[src/rtl/imem_arbiter.sv]
// imem_arbiter: shares one single-port synchronous instruction memory
// between the core fetch path and the program-loader/debug port.
// Round-robin arbitration; hold_core keeps new fetches off the port
// while a program is being loaded. One transaction occupies two cycles
// (ACCESS drives the memory, RESP waits for its registered read data).
module imem_arbiter #(
    parameter int ADDR_W      = 8,
    parameter int DATA_W      = 20,
    parameter bit FIRST_OWNER = 1'b0
) (
    input  logic              clk,
    input  logic              rst,
    input  logic              hold_core,
    input  logic              f_req,
    input  logic [ADDR_W-1:0] f_addr,
    output logic              f_gnt,
    output logic [DATA_W-1:0] f_rdata,
    output logic              f_valid,
    input  logic              l_req,
    input  logic              l_we,
    input  logic [ADDR_W-1:0] l_addr,
    input  logic [DATA_W-1:0] l_wdata,
    output logic              l_gnt,
    output logic [DATA_W-1:0] l_rdata,
    output logic              l_valid,
    output logic              m_en,
    output logic              m_we,
    output logic [ADDR_W-1:0] m_addr,
    output logic [DATA_W-1:0] m_wdata,
    input  logic [DATA_W-1:0] m_rdata
);

    typedef enum logic [1:0] {
        IDLE,
        ACCESS,
        RESP
    } state_t;

    state_t              r_state;
    state_t              w_nextState;

    // Owner encoding used for both the current and the last owner:
    // 0 = fetch port, 1 = loader port.
    logic                r_owner;
    logic                r_lastOwner;
    logic                r_we;
    logic [ADDR_W-1:0]   r_addr;
    logic [DATA_W-1:0]   r_wdata;
    logic [DATA_W-1:0]   r_fRdata;
    logic [DATA_W-1:0]   r_lRdata;
    logic                r_fValid;
    logic                r_lValid;

    logic                w_fElig;
    logic                w_lElig;
    logic                w_arbEdge;
    logic                w_grant;
    logic                w_pickLoader;

    // State register; reset drops any in-flight transaction back to IDLE.
    always_ff @(posedge clk) begin
        if (rst) begin
            r_state <= IDLE;
        end else begin
            r_state <= w_nextState;
        end
    end

    // Arbitration, next-state selection and the per-state memory/grant outputs.
    always_comb begin
        w_fElig      = f_req & ~hold_core;
        w_lElig      = l_req;
        w_pickLoader = w_lElig & (~w_fElig | ~r_lastOwner);
        w_arbEdge    = (r_state == IDLE) || (r_state == RESP);
        w_grant      = w_arbEdge & (w_fElig | w_lElig);

        w_nextState  = r_state;
        m_en         = 1'b0;
        m_we         = 1'b0;
        f_gnt        = 1'b0;
        l_gnt        = 1'b0;

        case (r_state)
            IDLE: begin
                if (w_grant) begin
                    w_nextState = ACCESS;
                end
            end
            ACCESS: begin
                m_en        = 1'b1;
                m_we        = r_we;
                f_gnt       = ~r_owner;
                l_gnt       = r_owner;
                w_nextState = RESP;
            end
            RESP: begin
                w_nextState = w_grant ? ACCESS : IDLE;
            end
            default: begin
                w_nextState = IDLE;
            end
        endcase
    end

    // Latch the winning request, capture read data at the end of RESP and
    // raise the owner's one-cycle valid pulse for reads only.
    always_ff @(posedge clk) begin
        if (rst) begin
            r_owner     <= 1'b0;
            r_lastOwner <= ~FIRST_OWNER;
            r_we        <= 1'b0;
            r_addr      <= '0;
            r_wdata     <= '0;
            r_fRdata    <= '0;
            r_lRdata    <= '0;
            r_fValid    <= 1'b0;
            r_lValid    <= 1'b0;
        end else begin
            r_fValid <= 1'b0;
            r_lValid <= 1'b0;
            if (w_grant) begin
                r_owner     <= w_pickLoader;
                r_lastOwner <= w_pickLoader;
                r_we        <= w_pickLoader & l_we;
                r_addr      <= w_pickLoader ? l_addr : f_addr;
                r_wdata     <= w_pickLoader ? l_wdata : '0;
            end
            if ((r_state == RESP) && !r_we) begin
                if (r_owner) begin
                    r_lRdata <= m_rdata;
                    r_lValid <= 1'b1;
                end else begin
                    r_fRdata <= m_rdata;
                    r_fValid <= 1'b1;
                end
            end
        end
    end

    assign m_addr  = r_addr;
    assign m_wdata = r_wdata;
    assign f_rdata = r_fRdata;
    assign f_valid = r_fValid;
    assign l_rdata = r_lRdata;
    assign l_valid = r_lValid;

endmodule

[config.mk]
export PLATFORM = sky130hd
export DESIGN_NAME = imem_arbiter
export DESIGN_NICKNAME = d
export VERILOG_FILES = /design/src/rtl/imem_arbiter.sv
export SDC_FILE = /design/constraint.sdc
export NUM_CORES = 1
export LEC_CHECK = 0
export ABC_CLOCK_PERIOD_IN_PS = 1300
export CAP_MARGIN = 20
export CORE_UTILIZATION = 40
export DETAILED_ROUTE_END_ITERATION = 10
export PLACE_DENSITY = 0.79
export SLEW_MARGIN = 20
export SYNTH_ARGS = -nofsm -noshare
export SYNTH_HDL_FRONTEND = slang
export SYNTH_SLANG_ARGS = --single-unit
[constraint.sdc]
create_clock -name clk -period 1.3 [get_ports clk]
set_clock_uncertainty 0.1 [all_clocks]
set_input_delay 0.13 -clock clk [delete_from_list [all_inputs] [get_ports clk]]
set_output_delay 0.13 -clock clk [all_outputs]
set_load 0.02 [all_outputs]
After elaboration in Yosys (flattened, before gate mapping)

Index checks and enable logic that the tools add are counted.

Register bits after elaboration: 75
Word-level logic and storage cells: 42
Output and inout bits: 74

Bitwise gates (word level): 11
Reductions and logical operators: 7
Equality and inequality tests: 3
Multiplexer cells: 11

Operators by type and width:

| operator                                                         | number |
|---|---|
| 20-bit 2-to-1 mux                                                | 1 |
| 8-bit 2-to-1 mux                                                 | 1 |
| 1-bit 2-to-1 mux                                                 | 7 |
| 2-bit case mux with 3 select lines                               | 1 |
| 1-bit inverter                                                   | 5 |
| 1-bit bitwise AND                                                | 4 |
| 2-bit AND reduction                                              | 2 |
| 2-bit by 1-bit == test with 1-bit output (second input constant) | 1 |
| 2-bit == test (second input constant)                            | 1 |
| 2-bit logical NOT                                                | 1 |
| 2-bit 2-to-1 mux                                                 | 1 |
| 2-bit inequality test (second input constant)                    | 1 |
| 1-bit OR                                                         | 2 |
| 2-bit OR reduction                                               | 1 |
| 1-bit logical AND                                                | 1 |
| 1-bit logical NOT                                                | 1 |
| 1-bit logical OR                                                 | 1 |

Longest topological paths before layout

Gate-level depths: netlist of the first run.

Depth after elaboration: 6
Mapped depth: 5
Depth with buffers taken out: 4

Worst setup path after synthesis of the first run

Ideal clock, no wire load.

Path type: reg2reg
From: register r_state[0]
To: register r_lastOwner
Data required time: 1.080 ns
Period minus slack after synthesis: 1.191 ns
Stages on the path, launching flop included: 4
Slack: 0.109 ns
Setup time: 0.120 ns
Arrival time: 0.971 ns
Cell sequence: dfxtp_1 o21bai_4 buf_4 a211o_1

Word-level cells in the longest chain between the ends: 3

RTL lines:

| item                                               | line | source |
|---|---|---|
| start, declared                                    | 39   | `state_t r_state;` |
| start signal, assigned                             | 65   | `r_state <= w_nextState;` |
| 2-bit == test or 2-bit logical NOT (tied branches) | 74   | `w_arbEdge = (r_state == IDLE) \|\| (r_state == RESP);` |
| 1-bit logical OR (*)                               | 74   |  |
| 1-bit bitwise AND (*)                              | 75   | `w_grant = w_arbEdge & (w_fElig \| w_lElig);` |
| end signal, assigned                               | 110  | `r_lastOwner <= ~FIRST_OWNER;` |
| end signal, assigned                               | 123  | `r_lastOwner <= w_pickLoader;` |
| end, declared                                      | 45   | `logic r_lastOwner;` |

Mark *: on every way between the ends. The rest lies on a longest branch, timed or not.
A chain may end at the register's enable or synchronous reset.

Worst setup path in the final report of the first run

From: register r_state[0]
To: register r_lRdata[5] (netlist: l_rdata[5])

Word-level cells in the longest chain between the ends: 3

RTL lines:

| item                          | line | source |
|---|---|---|
| 2-bit == test                 | 128  | `if ((r_state == RESP) && !r_we) begin` |
| 1-bit logical AND             | 128  |  |
| 2-bit AND reduction (no line) | n/a  |  |
| end signal, assigned          | 130  | `r_lRdata <= m_rdata;` |
| end, declared                 | 50   | `logic [DATA_W-1:0] r_lRdata;` |

Every way passes these cells.

==> results of run 1 <==
[kinds of logic after synthesis]
| kind of cell | Yosys count | synth area share |
|---|---|---|
| DFF | 75 | 0.526 |
| AOI/OAI and AO/OA | 82 | 0.222 |
| and+or+nand+nor | 135 | 0.198 |
| buffers and inverters | 24 | 0.0535 |
[critical path: stages, from the launching register on]
cell and delay (ns):
sky130_fd_sc_hd__dfxtp_2 0.34, sky130_fd_sc_hd__buf_6 0.12, sky130_fd_sc_hd__nor3b_4 0.23, sky130_fd_sc_hd__and2_4 0.23, sky130_fd_sc_hd__buf_6 0.12, sky130_fd_sc_hd__buf_16 0.10, sky130_fd_sc_hd__nand2_1 0.06, sky130_fd_sc_hd__a21oi_2 0.11
[cells in the final DEF, fill, tap and decap left out, types with 2 or more instances in the layout]
master and count:
sky130_fd_sc_hd__bufinv_16 2, sky130_fd_sc_hd__buf_8 5, sky130_fd_sc_hd__a22oi_2 21, sky130_fd_sc_hd__a21oi_4 2
sky130_fd_sc_hd__buf_12 7, sky130_fd_sc_hd__a21oi_1 35, sky130_fd_sc_hd__clkinv_2 2, sky130_fd_sc_hd__buf_4 11
sky130_fd_sc_hd__and2_4 3, sky130_fd_sc_hd__nand2_1 87, sky130_fd_sc_hd__dfxtp_1 73, sky130_fd_sc_hd__dlygate4sd2_1 54
sky130_fd_sc_hd__clkdlybuf4s50_1 60, sky130_fd_sc_hd__clkdlybuf4s15_1 15, sky130_fd_sc_hd__nand2_2 3, sky130_fd_sc_hd__buf_16 2
sky130_fd_sc_hd__a21oi_2 13, sky130_fd_sc_hd__buf_6 7, sky130_fd_sc_hd__nor3b_4 2, sky130_fd_sc_hd__clkbuf_8 10
sky130_fd_sc_hd__a211oi_2 8, sky130_fd_sc_hd__nor2_1 32, sky130_fd_sc_hd__dfxtp_2 2, sky130_fd_sc_hd__buf_2 2
sky130_fd_sc_hd__nor2_2 3
[power groups by stage]
stage / sequential (uW) / clock, uW / combinational, uW
after floorplan: 2600 / 0 / 337
after global placement: 2500 / 0 / 904
after detailed placement: 2500 / 0 / 919
after CTS: 2450 / 1980 / 970
after global routing: 2460 / 2080 / 1070
final: 2450 / 1960 / 1010
[final cells by class]
class / instances / share of cell area
multi-input cells: 217 / 0.272
flip-flops and latches: 75 / 0.309
repair buffers: 165 / 0.348
inverters: 2 / 0.00206
clock inverters: 5 / 0.0159
well taps: 96 / 0.0247
clock buffers: 10 / 0.0283
[flip-flops by register name (all words and copies together) (netlist names)]
name	cells
f_rdata	20
f_valid	1
l_rdata	20
l_valid	1
m_addr	8
m_wdata	20
r_lastOwner	1
r_owner	1
r_state	2
r_we	1
[routing by layer]
metal,part of all wire,track usage
met1,0.43,0.274
met3,0.053,0.0505
met5,0,0
met2,0.51,0.406
met4,0.013,0.0879
[worst min path at each step]
stage | startpoint | to | slack, ns | cells past startpoint
2_1_floorplan | l_wdata[12] | m_wdata[12] | 0.16 | 2
3_3_place_gp | l_rdata[17] | l_rdata[17] | 0.34 | 2
3_5_place_dp | l_rdata[4] | l_rdata[4] | 0.35 | 2
4_1_cts | rst | m_wdata[11] | 0.08 | 2
5_1_grt | rst | m_wdata[8] | 0.09 | 2
6_report | rst | m_wdata[8] | 0.08 | 2
[stage by stage]
stage          power [uW]  worst slack [ns]  std cells  area [um2]   util
6_report             5410            -0.177        570        4870  0.712
2_1_floorplan        2940             0.110        316        2850      -
5_1_grt              5610            -0.269        570        4870  0.712
4_1_cts              5390            -0.163        570        4790  0.701
3_5_place_dp         3420            -0.371        544        4380  0.641
3_3_place_gp         3400            -0.286        544        4380  0.641
[what timing repair did]
item,CTS,global route
cloned,5,0
setup buffers,6,0
setup endpoints to repair,134,90
pin swaps,14,0
resized for setup,130,36
==> out/qor.tcl, run 1 <==
set qor(status) {complete, but fails checks}
set qor(failing_checks) {setup timing}
set qor(worstPathRequired_ns) 1.48
set qor(ant_nets) 0
set qor(grt_pass1_wl_mm) 13.2
set qor(worstSetupPathType) {reg2reg}
set qor(arrival_ns) 1.65
set qor(hold_ws_ns) 0.0849
set qor(grt_start_max_net_pins) 37
set qor(drt_wl_total_mm) 8.40
set qor(average_cell_area_after_synthesis_um2) 9.03
set qor(ff2ff_setup_slack_ns) -0.18
set qor(critical_path.reg2reg.startpoint) {r_state[0]}
set qor(clock_tree.buffer_depth) 2
set qor(worst_hold_path_type) {in2reg}
set qor(routed-via-count) 2743
set qor(ys_warn_count) 0
set qor(first_global_vias) 2694
set qor(number_of_unique_standard_cell_types_used_by_synthesis) 27
set qor(power.combinational.fraction) 0.186
set qor(critical_path.startpoint_type) {register}
set qor(crit-reg2reg-capture) {l_rdata[5]}
set qor(unrepaired_setup_endpoints_after_global_routing) {yes}
set qor(synth.net_count) 378
set qor(timing.max_cap.violations) 0
set qor(ranking_of_synthesized_cells_by_instance_count) {sky130_fd_sc_hd__nand2_1, sky130_fd_sc_hd__dfxtp_1, sky130_fd_sc_hd__a21oi_1}
set qor(vias_per_cell) 4.81
set qor(number_of_register_bits_inferred_by_synthesis) 75
set qor(timing.final.hold_violations) 0
set qor(pwr-share-clk) 0.362
set qor(yosys.area.top_type_share) 0.526
set qor(slew-limit-headroom) 0.739
set qor(fraction_of_power_spent_switching_nets) 0.257
set qor(row_count) 30
set qor(die-width_um) 86.5
set qor(cts-htree-levels) 3
set qor(timing.critical_path.from) {r_state[0]}
set qor(nNetsFinal) 532
set qor(detailedRoute.firstIterationViolations) 98
set qor(cell_internal_pwr_uw) 4020
set qor(die-area_mm2) 0.00747
set qor(firstDrtPassIters) 4
set qor(yosys-top-cells-area) {sky130_fd_sc_hd__dfxtp_1, sky130_fd_sc_hd__nand2_1, sky130_fd_sc_hd__a21oi_1, sky130_fd_sc_hd__a22oi_2, sky130_fd_sc_hd__nor2_1}
set qor(insertedDiodeCount) 0
set qor(worst_slew_pin_slew_ns) 0.391
set qor(register_area_mm2) 0.00150
set qor(finalCriticalPeriod_ns) 1.48
set qor(multi_input_comb_area_mm2) 0.00132
set qor(grt_overflow_total) 0
set qor(synthToLayoutAreaGrowth_pct) 70.6
set qor(cp-endpoint) {l_rdata[5]}
set qor(initial_utilization) 0.418
set qor(share_of_layout_cells_above_drive_strength_1) 0.243
set qor(achievable-frequency_mhz) 677
set qor(reg2regPathDepth) 7
set qor(clk_latency_ns) 0.33
set qor(place.detailed.hpwl_mm) 5.38
set qor(timing.final.setup_violations) 74
set qor(postSynth.asyncResetShare) 0
set qor(synthMostInstantiatedCell) {sky130_fd_sc_hd__nand2_1}
set qor(io_buffer_count) 135
set qor(timing.final.crit_share) 1.14
set qor(final_max_slew_viol_count) 0
set qor(ys_seq_area_frac) 0.526
set qor(setup_tns_ns) -7.78
set qor(synth_top_area_cell) {sky130_fd_sc_hd__dfxtp_1}
set qor(worst_setup_hold_path_clk_slew_ns) 0.08
set qor(boundaryPins) 136
set qor(worst_slack_ns) -0.177
set qor(cp_max_fo) 5
set qor(netlist_area_mm2) 0.00285
set qor(clock_tree.root_cell) {sky130_fd_sc_hd__clkbuf_8}
set qor(power.share.sequential) 0.452
set qor(grt_usage) 0.231
set qor(antenna_found_initial) 0
set qor(power_density_mw_per_mm2) 1110
set qor(maximum_resistive_drop_on_vdd_v) 0.000908
set qor(p_leak_uw) 0.00202
set qor(synthesized_instance_count) 316
set qor(cts_inserted_buffers) 9
set qor(critical_path.endpoint_type) {register}
set qor(filler_cell_count) 544
set qor(die-height_um) 86.5
set qor(routed_wire_length_per_instance_um) 14.7
set qor(holdBufCountCts) 0
set qor(finalWeightedCongestion) 0.781
set qor(clock-sinks) 75
set qor(route.detailed.drc) 0
set qor(tritoncts) {done}
set qor(synth_enable_flop_cells) 0
set qor(ys.flop_type) {sky130_fd_sc_hd__dfxtp_1}
set qor(design.core.area_mm2) 0.00683
set qor(power.net_switching_uw) 1390
Power figures use the tool's default switching activity.
==> run 2, diff against run 1 <==
--- a/config.mk
+++ b/config.mk
@@ -10,7 +10,6 @@
 export CORE_UTILIZATION = 40
 export DETAILED_ROUTE_END_ITERATION = 10
 export PLACE_DENSITY = 0.79
-export SLEW_MARGIN = 20
 export SYNTH_ARGS = -nofsm -noshare
 export SYNTH_HDL_FRONTEND = slang
 export SYNTH_SLANG_ARGS = --single-unit
==> results of run 2 <==
Same layout as run 1: the final DEF is identical, and so are final timing and power.
==> run 3, diff against run 2 <==
--- a/config.mk
+++ b/config.mk
@@ -10,6 +10,7 @@
 export CORE_UTILIZATION = 40
 export DETAILED_ROUTE_END_ITERATION = 10
 export PLACE_DENSITY = 0.79
+export REMOVE_ABC_BUFFERS = 1
 export SYNTH_ARGS = -nofsm -noshare
 export SYNTH_HDL_FRONTEND = slang
 export SYNTH_SLANG_ARGS = --single-unit
==> run 3 against run 2 <==
Compared with the run above:
- the flow still finishes with violations (setup timing)
- non-clock buffer count rose by 6
- utilization rose by 5.2 points
- global-route usage fell by 0.98 points
- fmax fell by 4.0%
- first-iteration DRC count fell by 30%
- via count rose by 6.5%
- clock-buffer cell count fell by 1
- hold slack improved by 0.0021 ns
- sequential share of layout area fell by 2.1 points
- wire length rose by 19%
- sequential cell count did not move
==> out/qor.tcl, run 3 (synthesis results as in run 1) <==
set qor(placed_area_mm2) 0.00440
set qor(worstSetupPathType) {reg2reg}
set qor(post-route-util) 0.764
set qor(timing.max_cap.violations) 0
set qor(cts_inserted_buffers) 9
set qor(nNetsFinal) 538
set qor(route.detailed.drc) 0
set qor(final_common_cell) {sky130_fd_sc_hd__dfxtp_1}
set qor(status) {complete, but fails checks}
set qor(p_leak_uw) 0.00216
set qor(firstDrtPassIters) 4
set qor(clock-sinks) 75
set qor(maximum_resistive_drop_on_vdd_v) 0.000751
set qor(routed_wire_length_per_instance_um) 17.3
set qor(timing.final.hold_violations) 0
set qor(slew-limit-headroom) 0.727
set qor(clock_tree.root_cell) {sky130_fd_sc_hd__clkbuf_8}
set qor(holdBufCountCts) 0
set qor(busiest_layer) {met2}
set qor(vias_per_cell) 5.06
set qor(arrival_ns) 1.71
set qor(final_max_slew_viol_count) 0
set qor(layout.cells.most_common_list) {sky130_fd_sc_hd__dfxtp_1, sky130_fd_sc_hd__nand2_1, sky130_fd_sc_hd__clkdlybuf4s50_1}
set qor(antenna_found_initial) 0
set qor(clock_tree.buffer_depth) 2
set qor(grt_usage) 0.221
set qor(row_count) 30
set qor(cp_max_fo) 5
set qor(ff2ff_setup_slack_ns) -0.24
set qor(share_of_layout_cells_above_drive_strength_1) 0.358
set qor(unrepaired_setup_endpoints_after_global_routing) {yes}
set qor(synthToLayoutAreaGrowth_pct) 83.1
set qor(die-width_um) 86.5
set qor(finalWeightedCongestion) 0.716
set qor(use_met2) 0.391
set qor(place.detailed.hpwl_mm) 5.51
set qor(tritoncts) {done}
set qor(grt_pass1_wl_mm) 12.7
set qor(ant_nets) 0
set qor(io_buffer_count) 135
set qor(hold_ws_ns) 0.0870
set qor(globalRouteMet1Util) 0.255
set qor(die-height_um) 86.5
set qor(finalCriticalPeriod_ns) 1.54
set qor(achievable-frequency_mhz) 650
set qor(timing.final.crit_share) 1.18
set qor(design.core.area_mm2) 0.00683
set qor(initial_utilization) 0.418
set qor(layout_cell_area_excl_fill_mm2) 0.00522
set qor(worstPathRequired_ns) 1.48
set qor(die-area_mm2) 0.00747
set qor(worst_slew_pin_slew_ns) 0.407
set qor(worst_setup_hold_path_clk_slew_ns) 0.09
set qor(cts-htree-levels) 3
set qor(grt_start_max_net_pins) 32
set qor(clk_latency_ns) 0.35
set qor(failing_checks) {setup timing}
set qor(routed-via-count) 2922
set qor(drt_wl_total_mm) 9.98
set qor(detailedRoute.firstIterationViolations) 69
set qor(power_density_mw_per_mm2) 1070
set qor(grt_overflow_total) 0
set qor(boundaryPins) 136
set qor(first_global_vias) 2611
set qor(insertedDiodeCount) 0
set qor(worst_slack_ns) -0.237
set qor(critical_path.endpoint_type) {register}
set qor(timing.final.setup_violations) 76
set qor(setup_tns_ns) -10.73
set qor(filler_cell_count) 465
set qor(pre_cts_ws_ns) -0.335
set qor(critical_path.startpoint_type) {register}
set qor(grt.met3_usage) 0.0419
set qor(worst_hold_path_type) {in2reg}
run 3: through the flow:
stage / power, uW / std cells
after floorplan: 2870 / 294
after global placement: 3410 / 547
after detailed placement: 3430 / 547
after CTS: 5400 / 565
after global routing: 5830 / 577
final: 5610 / 577
run 3: worst paths after layout:
path | start | endpoint | cells past startpoint
max reg2reg | r_state[0] | l_rdata[13] | 6
min | rst | f_rdata[0] | 2
max | r_state[0] | l_rdata[13] | 6
min reg2reg | l_rdata[8] | l_rdata[8] | 2
run 3: repair_timing:
action                     CTS  global route
buffers inserted             1             3
resized for setup          119           123
setup endpoints to repair  117           108
pin swaps                   32            45
gates cloned                 1             9
run 3: layout make-up:
type | instances | area (um2) | area share
repair buffers | 171 | 1780 | 0.342
multi-input cells | 217 | 1580 | 0.303
flip-flops and latches | 75 | 1500 | 0.288
clock buffers | 9 | 124 | 0.0237
well taps | 96 | 120 | 0.0230
clock inverters | 7 | 98.8 | 0.0189
inverters | 2 | 10.0 | 0.00192
run 3: critical path, cell delays in order (launching register included):
cell and delay, ns:
sky130_fd_sc_hd__dfxtp_2 0.34, sky130_fd_sc_hd__buf_6 0.13, sky130_fd_sc_hd__nor3b_4 0.25, sky130_fd_sc_hd__and2_4 0.27, sky130_fd_sc_hd__buf_6 0.14, sky130_fd_sc_hd__nand2_1 0.07, sky130_fd_sc_hd__a21oi_1 0.18
run 3: routing by layer:
metal	share of wire	vias to the layer above
met3	0.043	26
li1	-	1381
met4	0.033	0
met2	0.53	101
met1	0.40	1414
met5	0	-
run 3: power breakdown:
part,internal (uW),switching (uW)
Clock,1090,919
Combinational,580,561
Sequential,2390,62.3
